$ cat src/rtl/pipe_ctrl.sv
// Sequencing and RAW-hazard controller for the 5-stage MIPS pipeline.
// Gates fetch through a run/drain/halt FSM, stalls ID on scoreboard hits and squashes after taken branches.
module pipe_ctrl #(
  parameter int RWIDTH       = 5,
  parameter int FLUSH_CYCLES = 2,
  parameter int DRAIN_CYCLES = 4,
  parameter int CNT_WIDTH    = 16
) (
  input  logic                 d_clk,
  input  logic                 d_rst,
  input  logic                 i_start,
  input  logic                 i_halt_req,
  input  logic                 i_id_valid,
  input  logic [RWIDTH-1:0]    i_id_rs,
  input  logic [RWIDTH-1:0]    i_id_rt,
  input  logic                 i_id_use_rs,
  input  logic                 i_id_use_rt,
  input  logic                 i_id_wr_en,
  input  logic [RWIDTH-1:0]    i_id_rd,
  input  logic                 i_br_taken,
  output logic                 o_pc_ce,
  output logic                 o_if_id_en,
  output logic                 o_id_ex_bubble,
  output logic                 o_flush_if_id,
  output logic                 o_kill_ex,
  output logic                 o_busy,
  output logic                 o_halted,
  output logic [CNT_WIDTH-1:0] o_stall_cnt,
  output logic [CNT_WIDTH-1:0] o_flush_cnt
);

  localparam int FW = (FLUSH_CYCLES > 1) ? $clog2(FLUSH_CYCLES) : 1;
  localparam int DW = (DRAIN_CYCLES > 1) ? $clog2(DRAIN_CYCLES) : 1;

  typedef enum logic [1:0] {S_IDLE, S_RUN, S_DRAIN, S_HALTED} state_t;

  state_t                r_state;
  logic [DW-1:0]         r_drainCnt;
  logic [FW-1:0]         r_flushCnt;
  logic                  r_exValid, r_memValid, r_wbValid;
  logic [RWIDTH-1:0]     r_exRd, r_memRd, r_wbRd;
  logic [CNT_WIDTH-1:0]  r_stallCnt, r_flushEvCnt;

  logic w_run, w_running, w_brTaken, w_flushActive;
  logic w_rsHit, w_rtHit, w_stall, w_issue;

  assign w_run         = (r_state == S_RUN);
  assign w_running     = w_run | (r_state == S_DRAIN);
  assign w_brTaken     = i_br_taken & w_running;
  assign w_flushActive = w_brTaken | (r_flushCnt != '0);

  // WB still counts as a hazard: the register file has no write-through.
  assign w_rsHit = (i_id_rs != '0) &&
                   ((r_exValid  && (r_exRd  == i_id_rs)) ||
                    (r_memValid && (r_memRd == i_id_rs)) ||
                    (r_wbValid  && (r_wbRd  == i_id_rs)));
  assign w_rtHit = (i_id_rt != '0) &&
                   ((r_exValid  && (r_exRd  == i_id_rt)) ||
                    (r_memValid && (r_memRd == i_id_rt)) ||
                    (r_wbValid  && (r_wbRd  == i_id_rt)));

  assign w_stall = w_run & i_id_valid &
                   ((i_id_use_rs & w_rsHit) | (i_id_use_rt & w_rtHit)) & ~w_flushActive;
  assign w_issue = w_run & i_id_valid & ~w_stall & ~w_flushActive;

  assign o_pc_ce        = w_run & ~w_stall & ~i_halt_req;
  assign o_if_id_en     = w_run & ~w_stall;
  assign o_id_ex_bubble = ~w_run | w_stall | w_flushActive;
  assign o_flush_if_id  = w_flushActive;
  assign o_kill_ex      = w_brTaken;
  assign o_busy         = w_running;
  assign o_halted       = (r_state == S_HALTED);
  assign o_stall_cnt    = r_stallCnt;
  assign o_flush_cnt    = r_flushEvCnt;

  always_ff @(posedge d_clk or negedge d_rst) begin
    if (!d_rst) begin
      r_state    <= S_IDLE;
      r_drainCnt <= '0;
    end else begin
      case (r_state)
        S_IDLE:   if (i_start) r_state <= S_RUN;
        S_RUN: begin
          if (i_halt_req) begin
            r_state    <= S_DRAIN;
            r_drainCnt <= DW'(DRAIN_CYCLES - 1);
          end
        end
        S_DRAIN: begin
          if (r_drainCnt == '0) r_state <= S_HALTED;
          else                  r_drainCnt <= r_drainCnt - DW'(1);
        end
        S_HALTED: if (i_start) r_state <= S_RUN;
        default:  r_state <= S_IDLE;
      endcase
    end
  end

  // The EX occupant during a taken branch is wrong-path, so it never reaches MEM.
  always_ff @(posedge d_clk or negedge d_rst) begin
    if (!d_rst) begin
      r_exValid  <= 1'b0;
      r_memValid <= 1'b0;
      r_wbValid  <= 1'b0;
      r_exRd     <= '0;
      r_memRd    <= '0;
      r_wbRd     <= '0;
      r_flushCnt <= '0;
    end else begin
      r_exValid  <= w_issue & i_id_wr_en & (i_id_rd != '0);
      r_exRd     <= i_id_rd;
      r_memValid <= r_exValid & ~w_brTaken;
      r_memRd    <= r_exRd;
      r_wbValid  <= r_memValid;
      r_wbRd     <= r_memRd;
      if (w_brTaken)               r_flushCnt <= FW'(FLUSH_CYCLES - 1);
      else if (r_flushCnt != '0)   r_flushCnt <= r_flushCnt - FW'(1);
    end
  end

  always_ff @(posedge d_clk or negedge d_rst) begin
    if (!d_rst) begin
      r_stallCnt   <= '0;
      r_flushEvCnt <= '0;
    end else begin
      if (w_stall && (r_stallCnt != '1))     r_stallCnt   <= r_stallCnt + CNT_WIDTH'(1);
      if (w_brTaken && (r_flushEvCnt != '1)) r_flushEvCnt <= r_flushEvCnt + CNT_WIDTH'(1);
    end
  end

endmodule

$ cat config.mk
export PLATFORM = sky130hd
export DESIGN_NAME = pipe_ctrl
export DESIGN_NICKNAME = d
export VERILOG_FILES = /design/src/rtl/pipe_ctrl.sv
export SDC_FILE = /design/constraint.sdc
export NUM_CORES = 1
export LEC_CHECK = 0
export CORE_AREA = 5 5 90 92
export CTS_BUF_LIST = sky130_fd_sc_hd__clkbuf_4 sky130_fd_sc_hd__clkbuf_8
export CTS_CLUSTER_DIAMETER = 120
export DETAILED_ROUTE_END_ITERATION = 10
export DIE_AREA = 0 0 95 97
export PLACE_DENSITY_LB_ADDON = 0.2
export SLEW_MARGIN = 5
export SYNTH_ARGS = -nofsm -noshare
export SYNTH_HDL_FRONTEND = slang
export SYNTH_SLANG_ARGS = --single-unit
$ cat constraint.sdc
create_clock -name d_clk -period 5 [get_ports d_clk]
set_input_delay 0.75 -clock d_clk [delete_from_list [all_inputs] [get_ports d_clk]]
set_output_delay 0.75 -clock d_clk [all_outputs]
set_load 0.02 [all_outputs]
**Yosys cells after proc, flatten, opt, wreduce, memory -nomap -nowiden**

Index checks and enable logic that the tools add are counted.

- Add/sub/neg operators: 4
- $mul: 0
- Divide/modulo/power cells: 0
- Magnitude comparators: 0
- Equality and inequality tests: 15
- Shift-type cells: 0
- Muxes and demuxes: 9
- Bitwise gates (word level): 23
- Reductions and logical operators: 23

Operator list:

| kind | number |
|---|---|
| $add 16x1->16 const B | 2 |
| $ne 16x16->1 const B | 2 |
| $eq 5x5->1 | 6 |
| $reduce_bool 5->1 | 3 |
| $and 1x1->1 | 13 |
| $logic_and 1x1->1 | 10 |
| $mux 2 | 5 |
| $pmux 2 s3 | 1 |
| $reduce_and 3->1 | 2 |
| $not 1->1 | 5 |
| $or 1x1->1 | 5 |
| $eq 2x2->1 const B | 2 |
| $logic_not 2->1 | 2 |
| $logic_or 1x1->1 | 4 |
| $ne 2x1->1 const B | 2 |
| $ne 2x2->1 const B | 2 |
| $pmux 2 s2 | 1 |
| $eq 2x1->1 const B | 1 |
| $mux 1 | 2 |
| $reduce_bool 2->1 | 1 |
| $reduce_or 2->1 | 1 |
| $sub 2x1->2 const B | 1 |
| $sub 1x1->1 const B | 1 |

- Flip-flop bits (word level): 55
- Latch bits: 0
- Memory bits (writable): 0
- Bits in read-only memories: 0
- Output and inout port bits: 39
- Logic and storage cells: 85
- Memories: 0

**Logic depth before layout (Yosys ltp)**

Gate-level depths: netlist of the first run.

- Depth after elaboration: 14
- Gate-level depth with buffers: 9

**Worst setup path before layout of the first run**

No wires, ideal clock.

- Kind: input port to output port
- Start point: in i_id_rs[1]
- End point: out o_pc_ce
- Arrival time: 2.132 ns
- Required time: 4.250 ns
- Setup slack: 2.118 ns
- Cell stages on the path: 7
- Cells stage by stage: or4_1 -> o21ai_0 -> inv_1 -> o31ai_4 -> a21oi_4 -> buf_6 -> nor2_1

- Cells in the longest elaborated chain, start to end: 12
- Elaborated cells between the ends (all ways): 17
- Those cells by class: 3 x eq/ne; 7 x bitwise; 7 x reduce/logical

Ends and longest elaborated chain:

| item | line | source |
|---|---|---|
| start: declaration | 14 | `input logic [RWIDTH-1:0] i_id_rs,` |
| $eq 5x5->1, on equally long branches | 54, 55 |  |
| $logic_and 1x1->1, on equally long branches | 54, 55 |  |
| $logic_or 1x1->1 | 54 | `((r_exValid && (r_exRd == i_id_rs)) \|\|` |
| $logic_or 1x1->1 | 55 | `(r_memValid && (r_memRd == i_id_rs)) \|\|` |
| $logic_and 1x1->1 * | 53 | `assign w_rsHit = (i_id_rs != '0) &&` |
| $and 1x1->1 * | 63 | `((i_id_use_rs & w_rsHit) \| (i_id_use_rt & w_rtHit)) & ~w_flushActive;` |
| $or 1x1->1 * | 63 |  |
| $and 1x1->1 * | 62 | `assign w_stall = w_run & i_id_valid &` |
| $and 1x1->1 * | 63 |  |
| $not 1->1 * | 66 | `assign o_pc_ce = w_run & ~w_stall & ~i_halt_req;` |
| $and 1x1->1 * (2 in a row) | 66 |  |
| end: declaration | 21 | `output logic o_pc_ce,` |

Every way passes the cells marked *; elsewhere a longest branch is shown, timed or not.

**Final worst setup path of the first run**

- Start point: in i_id_rs[0]
- End point: out o_pc_ce

Same word-level chain as after synthesis.

==> flow_summary.json, run 1 <==
{
  "syn_nets": 282,
  "powerDensity_nw_per_um2": 372,
  "r2r_end": "o_stall_cnt[1]",
  "ant_nets": 0,
  "ios": 63,
  "io_buffers": 62,
  "worstPathArrival_ns": 3.18,
  "grt-ovfl-total": 0,
  "fin_cells": 422,
  "min_to": "r_wbValid",
  "slew_viol_final": 0,
  "drv_cap": 0,
  "ys_ff_latch": 55,
  "p_seq_share_pct": 41.3,
  "min_path_type": "register to register",
  "dp_slack_ns": 1.03,
  "rr_worst_depth": 6,
  "hold_start": "r_memValid",
  "nFillCells": 665,
  "path_class": "primary input to output pin",
  "antenna_found_initial": 0,
  "yosysTopAreaCellShare_pct": 49.5,
  "power.share.combinational_pct": 33.4,
  "syn_to_final_growth_pct": 31.7,
  "tightestPinTransition_ns": 0.748,
  "yosysTopAreaCell": "dfrtp_1",
  "finalSetupTns_ns": 0,
  "holdBufCountCts": 0,
  "grt_max_degree": 56,
  "routed_wl_mm": 5.95,
  "dr_total_vias": 2030,
  "groute.usage.overall_pct": 13.6,
  "rrSetupSlack_ns": 2.53,
  "nets": 352,
  "clock_latency_ns": 0.30,
  "clk_pin_slew_ns": 0.09,
  "synth_cells": 252,
  "hold_viol_final": 0,
  "syn_area_per_cell_sq_um": 11.0,
  "setup_violations": 0,
  "via_per_inst": 4.81,
  "n_antenna_cell": 0,
  "p_sw_mw": 0.436,
  "final_core_util_pct": 51.3,
  "cp_max_fo": 19,
  "clock.fmax_ghz": 0.254,
  "htreeDepth": 2,
  "post_cts_resize_count": 0,
  "avgRoutedWirePerCell_microns": 14.1,
  "synth-main-ff-cell": "dfrtp_1",
  "fp.dieH_microns": 97,
  "fin_ws_ns": 1.07,
  "fp.dieW_microns": 95,
  "cp.required_ns": 4.25,
  "syn_area_sq_um": 2780,
  "final.period_utilization_pct": 78.6,
  "synth_edf_count": 0,
  "relSlewSlack_pct": 50.0,
  "crit_path_end_kind": "output pin",
  "grt_pass1_wl_mm": 10.1,
  "switching_share_pct": 32.0,
  "synthTopCellsByArea": "dfrtp_1 (50%), xnor2_1 (9.8%), xor2_1 (8.5%)",
  "yosysSeqAreaShare_pct": 49.5,
  "clockRootBuffer": "clkbuf_8",
  "ys_warn_count": 0,
  "cts_setup_buffers": 0,
  "hpwl_mm": 4.39,
  "ir_worst_vdd_mv": 0.249,
  "rows": 31,
  "first_iter_violations": 61,
  "core-area_sq_um": 7140,
  "drive_above_1_share_pct": 8.36,
  "reg2reg_from": "o_stall_cnt[0]",
  "first_global_vias": 2130,
  "leakage_nw": 1.57,
  "start_util_pct": 39.0,
  "hold_depth": 0,
  "die_area_sq_um": 9220,
  "cts.path.max_buffers": 2,
  "synth_cell_types": 36,
  "cts_tree": "done",
  "fin_crit_ns": 3.93,
  "clockPowerShare_pct": 25.4,
  "numCtsBuffers": 5,
  "clock_sinks": 55,
  "drt-pass1-iter-count": 4,
  "p_int_mw": 0.926,
  "cp-start-kind": "primary input",
  "placed_cells": 414,
  "gp_congestion": 0.803,
  "rsz0062_at_grt": "false",
  "status": "completed",
  "clock_skew_ns": 0.00786,
  "synth-async-reset-ratio_pct": 100,
  "drc": 0
}
[cell families (layout without fill, tap and decap cells)]
logic type | count (synthesis) | count (layout) | share of synthesized area (%)
simple gates | 96 | 96 | 20.4
xor+xnor | 58 | 58 | 18.3
flops | 55 | 55 | 49.5
compound gates | 18 | 18 | 5.27
buf+inv | 16 | 87 | 2.48
fa+ha+maj | 6 | 6 | 2.70
mux | 3 | 3 | 1.35
[critical path, stage by stage]
cell and delay (ns):
clkdlybuf4s50_1 0.52, xor2_1 0.21, nor4_1 0.33, and3_1 0.26, o31ai_4 0.10, a21oi_4 0.11
buf_4 0.28, nor2_1 0.08, clkdlybuf4s50_1 0.54
[sequential cells by signal, indices dropped and copies added, names as in the netlist]
signal	cells
o_flush_cnt	16
o_stall_cnt	16
r_drainCnt	2
r_exRd	5
r_exValid	1
r_flushCnt	1
r_memRd	5
r_memValid	1
r_state	2
r_wbRd	5
r_wbValid	1
[metal layers]
| metal | GRT usage, % | part of all wire [%] | up-vias |
|---|---|---|---|
| met5 | 0 | 0 | - |
| met4 | 3.33 | 0.79 | 0 |
| met3 | 4.19 | 5.7 | 4 |
| met2 | 21.2 | 47 | 39 |
| met1 | 18.2 | 46 | 975 |
| li1 | - | - | 1012 |
[placed cells by master, fill, tap and decap left out, types with 2 or more instances in the layout]
| cell type | count |
|---|---|
| nor2b_1 | 4 |
| a21oi_1 | 2 |
| nand3_2 | 7 |
| dfrtp_1 | 55 |
| xor2_1 | 27 |
| nand3_1 | 19 |
| inv_1 | 14 |
| a32o_1 | 2 |
| ha_1 | 6 |
| bufinv_16 | 2 |
| nor4_1 | 7 |
| o21ai_0 | 5 |
| mux2_2 | 2 |
| xnor2_1 | 31 |
| and3_1 | 13 |
| clkbuf_8 | 5 |
| nand4_1 | 10 |
| buf_4 | 3 |
| nor3_1 | 4 |
| nand2b_1 | 5 |
| nor2_1 | 8 |
| or4_1 | 3 |
| nand2_1 | 12 |
| clkdlybuf4s50_1 | 61 |
[how the worst max path moves through the flow]
stage,endpoint,startpoint,cells after the start
floorplan,o_pc_ce,i_id_rs[1],7
global placement,o_pc_ce,i_id_rs[0],9
detailed placement,o_pc_ce,i_id_rs[3],9
CTS,o_pc_ce,i_id_rs[3],9
global route,o_pc_ce,i_id_rs[2],9
finish,o_pc_ce,i_id_rs[0],9
[layout make-up]
type | instances | area [sq um] | share of cell area [%]
repair buffers | 65 | 638 | 17.4
multi-input cells | 181 | 1340 | 36.5
inverters | 14 | 52.6 | 1.43
flip-flops and latches | 55 | 1380 | 37.6
clock inverters | 2 | 60.1 | 1.64
well taps | 99 | 124 | 3.38
clock buffers | 6 | 76.3 | 2.08
[Yosys cell counts, types with 2 or more instances]
| cell type | instances |
|---|---|
| xnor2_1 | 31 |
| nor2_1 | 8 |
| nand2_1 | 12 |
| o21ai_0 | 5 |
| xor2_1 | 27 |
| mux2_2 | 2 |
| dfrtp_1 | 55 |
| nand3_2 | 7 |
| a32o_1 | 2 |
| ha_1 | 6 |
| nand2b_1 | 5 |
| or4_1 | 3 |
| nor3_1 | 4 |
| and3_1 | 13 |
| nand4_1 | 10 |
| nor4_1 | 7 |
| inv_1 | 14 |
| nor2b_1 | 4 |
| a21oi_1 | 2 |
| nand3_1 | 19 |
[power by group through the flow]
stage                     Combinational [mW]  Sequential [mW]  Clock [mW]
final                                  0.454            0.562       0.346
after CTS                              0.459            0.562       0.359
after global placement                 0.452            0.570           0
after detailed placement               0.458            0.569           0
after global routing                   0.496            0.573       0.374
after floorplan                        0.226            0.594           0
[metrics by stage]
step	area [sq um]	power, mW	hold slack (ns)
global placement	3530	1.02	0.390
global route	3660	1.44	0.436
floorplan	2780	0.819	0.359
finish	3660	1.36	0.399
detailed placement	3530	1.03	0.383
CTS	3660	1.38	0.405
Note: power is estimated with default switching activity, not from simulation.
==> inputs of run 2 (changes only) <==
==> constraint.sdc (replaced) <==
create_clock -name d_clk -period 3.8 [get_ports d_clk]
set_input_delay 0.57 -clock d_clk [delete_from_list [all_inputs] [get_ports d_clk]]
set_output_delay 0.57 -clock d_clk [all_outputs]
set_load 0.02 [all_outputs]
==> flow_summary.json, run 2 (same netlist as run 1, synthesis figures left out) <==
{
  "placed_cell_area_sq_um": 3530,
  "clock.fmax_ghz": 0.292,
  "crit_family": "buffers and inverters",
  "first_iter_violations": 48,
  "final_area_sq_um": 3630,
  "clockRootBuffer": "clkbuf_8",
  "cts_tree": "done",
  "fp.dieH_microns": 97,
  "routed.top_layer": "met4",
  "nets": 353,
  "drt-pass1-iter-count": 4,
  "grt_pass1_wl_mm": 10.1,
  "setup_violations": 0,
  "via_per_inst": 4.85,
  "dr_total_vias": 2051,
  "gp_congestion": 0.853,
  "drc": 0,
  "clock_latency_ns": 0.31,
  "fin_ws_ns": 0.373,
  "status": "completed",
  "fin_cells": 423,
  "drv_cap": 0,
  "met3WireLength_microns": 380,
  "finalSetupTns_ns": 0,
  "cpMaxStageDelayCell": "clkdlybuf4s50_1",
  "final_core_util_pct": 50.8,
  "path_class": "primary input to output pin",
  "clock_sinks": 55,
  "cp-start-kind": "primary input",
  "crit_path_end_kind": "output pin",
  "syn_to_final_growth_pct": 30.5,
  "ios": 63,
  "cts_setup_buffers": 0,
  "worstPathArrival_ns": 2.86,
  "ant_nets": 0,
  "met2_length_mm": 2.79,
  "first_global_vias": 2154,
  "rows": 31,
  "avgRoutedWirePerCell_microns": 14.0,
  "fp.dieW_microns": 95,
  "cp_max_fo": 4,
  "path_buf_inv": 3,
  "start_util_pct": 39.0,
  "critical_path.cell_chain": "clkdlybuf4s50_1 > or4_1 > o21ai_0 > inv_1 > o31ai_4 > a21oi_4 > nor2_1 > clkdlybuf4s50_1",
  "io_buffers": 62,
  "slowest_delay_ns": 0.62,
  "slew_viol_final": 0,
  "placed_cells": 415,
  "rsz0062_at_grt": "false",
  "p_seq_share_pct": 44.7,
  "clock_skew_ns": 0.0171,
  "numCtsBuffers": 5,
  "min_path_type": "primary input to asynchronous set/reset pin",
  "grt_max_degree": 34,
  "powerDensity_nw_per_um2": 457,
  "wl_met1_mm": 2.67,
  "leakage_nw": 1.55,
  "drive_above_1_share_pct": 8.64,
  "holdBufCountCts": 0,
  "post_cts_resize_count": 0,
  "n_antenna_cell": 0,
  "clk_pin_slew_ns": 0.10,
  "switching_share_pct": 34.8,
  "grt-ovfl-total": 0,
  "antenna_found_initial": 0,
  "dp_slack_ns": 0.307,
  "clockPowerShare_pct": 19.6,
  "hold_viol_final": 0,
  "p_int_mw": 1.08,
  "tightestPinTransition_ns": 0.724,
  "power.share.combinational_pct": 35.7,
  "groute.usage.overall_pct": 13.6,
  "final.period_utilization_pct": 90.2,
  "routed_wl_mm": 5.93,
  "cp_common_cell": "clkdlybuf4s50_1",
  "p_sw_mw": 0.577,
  "power.total_mw": 1.66,
  "fin_crit_ns": 3.43,
  "ir_worst_vdd_mv": 0.351,
  "hpwl_mm": 4.54,
  "nFillCells": 671,
  "relSlewSlack_pct": 51.7,
  "core-area_sq_um": 7140,
  "cp.required_ns": 3.23,
  "cts.path.max_buffers": 2,
  "htreeDepth": 2,
  "whs_ns": 0.306,
  "final_cell_mix": "clkdlybuf4s50_1 (61), dfrtp_1 (55), xnor2_1 (31)",
  "die_area_sq_um": 9220,
  "layout_commonest_cell": "clkdlybuf4s50_1"
}
run 2: cell count changes in the layout (fill, tap and decap cells not counted):
cell | before | now
bufinv_16 | 2 | 0
clkinv_4 | 0 | 2
buf_4 | 3 | 4
clkbuf_4 | 1 | 0
clkinvlp_4 | 0 | 1
run 2: final timing paths:
kind	slack, ns	cells past startpoint	end	start
worst max-delay path	0.37	8	o_pc_ce	i_id_rs[1]
worst min-delay path	0.31	1	o_flush_cnt[7]	d_rst
worst max register to register	1.57	10	o_stall_cnt[1]	r_state[0]
worst min register to register	0.42	0	r_wbValid	r_memValid
max in group asynchronous	2.73	2	o_stall_cnt[5]	d_rst
min in group d_clk	0.42	0	r_wbValid	r_memValid
run 2: worst reg2reg max path: cells and delay by family, from the launching register on:
family / cells / cell delay (ns)
buffers and inverters: 3 / 0.48
AND/OR/NAND/NOR: 4 / 0.48
flip-flops: 1 / 0.40
adder cells (fa/ha/maj): 1 / 0.31
multiplexers: 1 / 0.30
AO/OA/AOI/OAI: 1 / 0.16
run 2: power by group through the flow:
stage               Combinational [mW]  Sequential [mW]  Clock (mW)
detailed placement               0.601            0.750           0
global route                     0.652            0.755       0.364
global placement                 0.593            0.750           0
floorplan                        0.297            0.781           0
finish                           0.591            0.740       0.325
CTS                              0.604            0.740       0.340
run 2: final cells by class:
cell class / instances / area, sq um / share of cell area, %
clock buffers: 5 / 68.8 / 1.90
clock inverters: 3 / 25.0 / 0.690
inverters: 14 / 52.6 / 1.45
multi-input cells: 181 / 1340 / 36.8
flip-flops and latches: 55 / 1380 / 37.9
well taps: 99 / 124 / 3.41
repair buffers: 66 / 646 / 17.8
run 2: routing by layer:
layer	up-vias	GRT usage (%)
met1	987	17.5
met2	45	21.7
met3	7	4.42
li1	1012	-
met5	-	0
met4	0	4.33
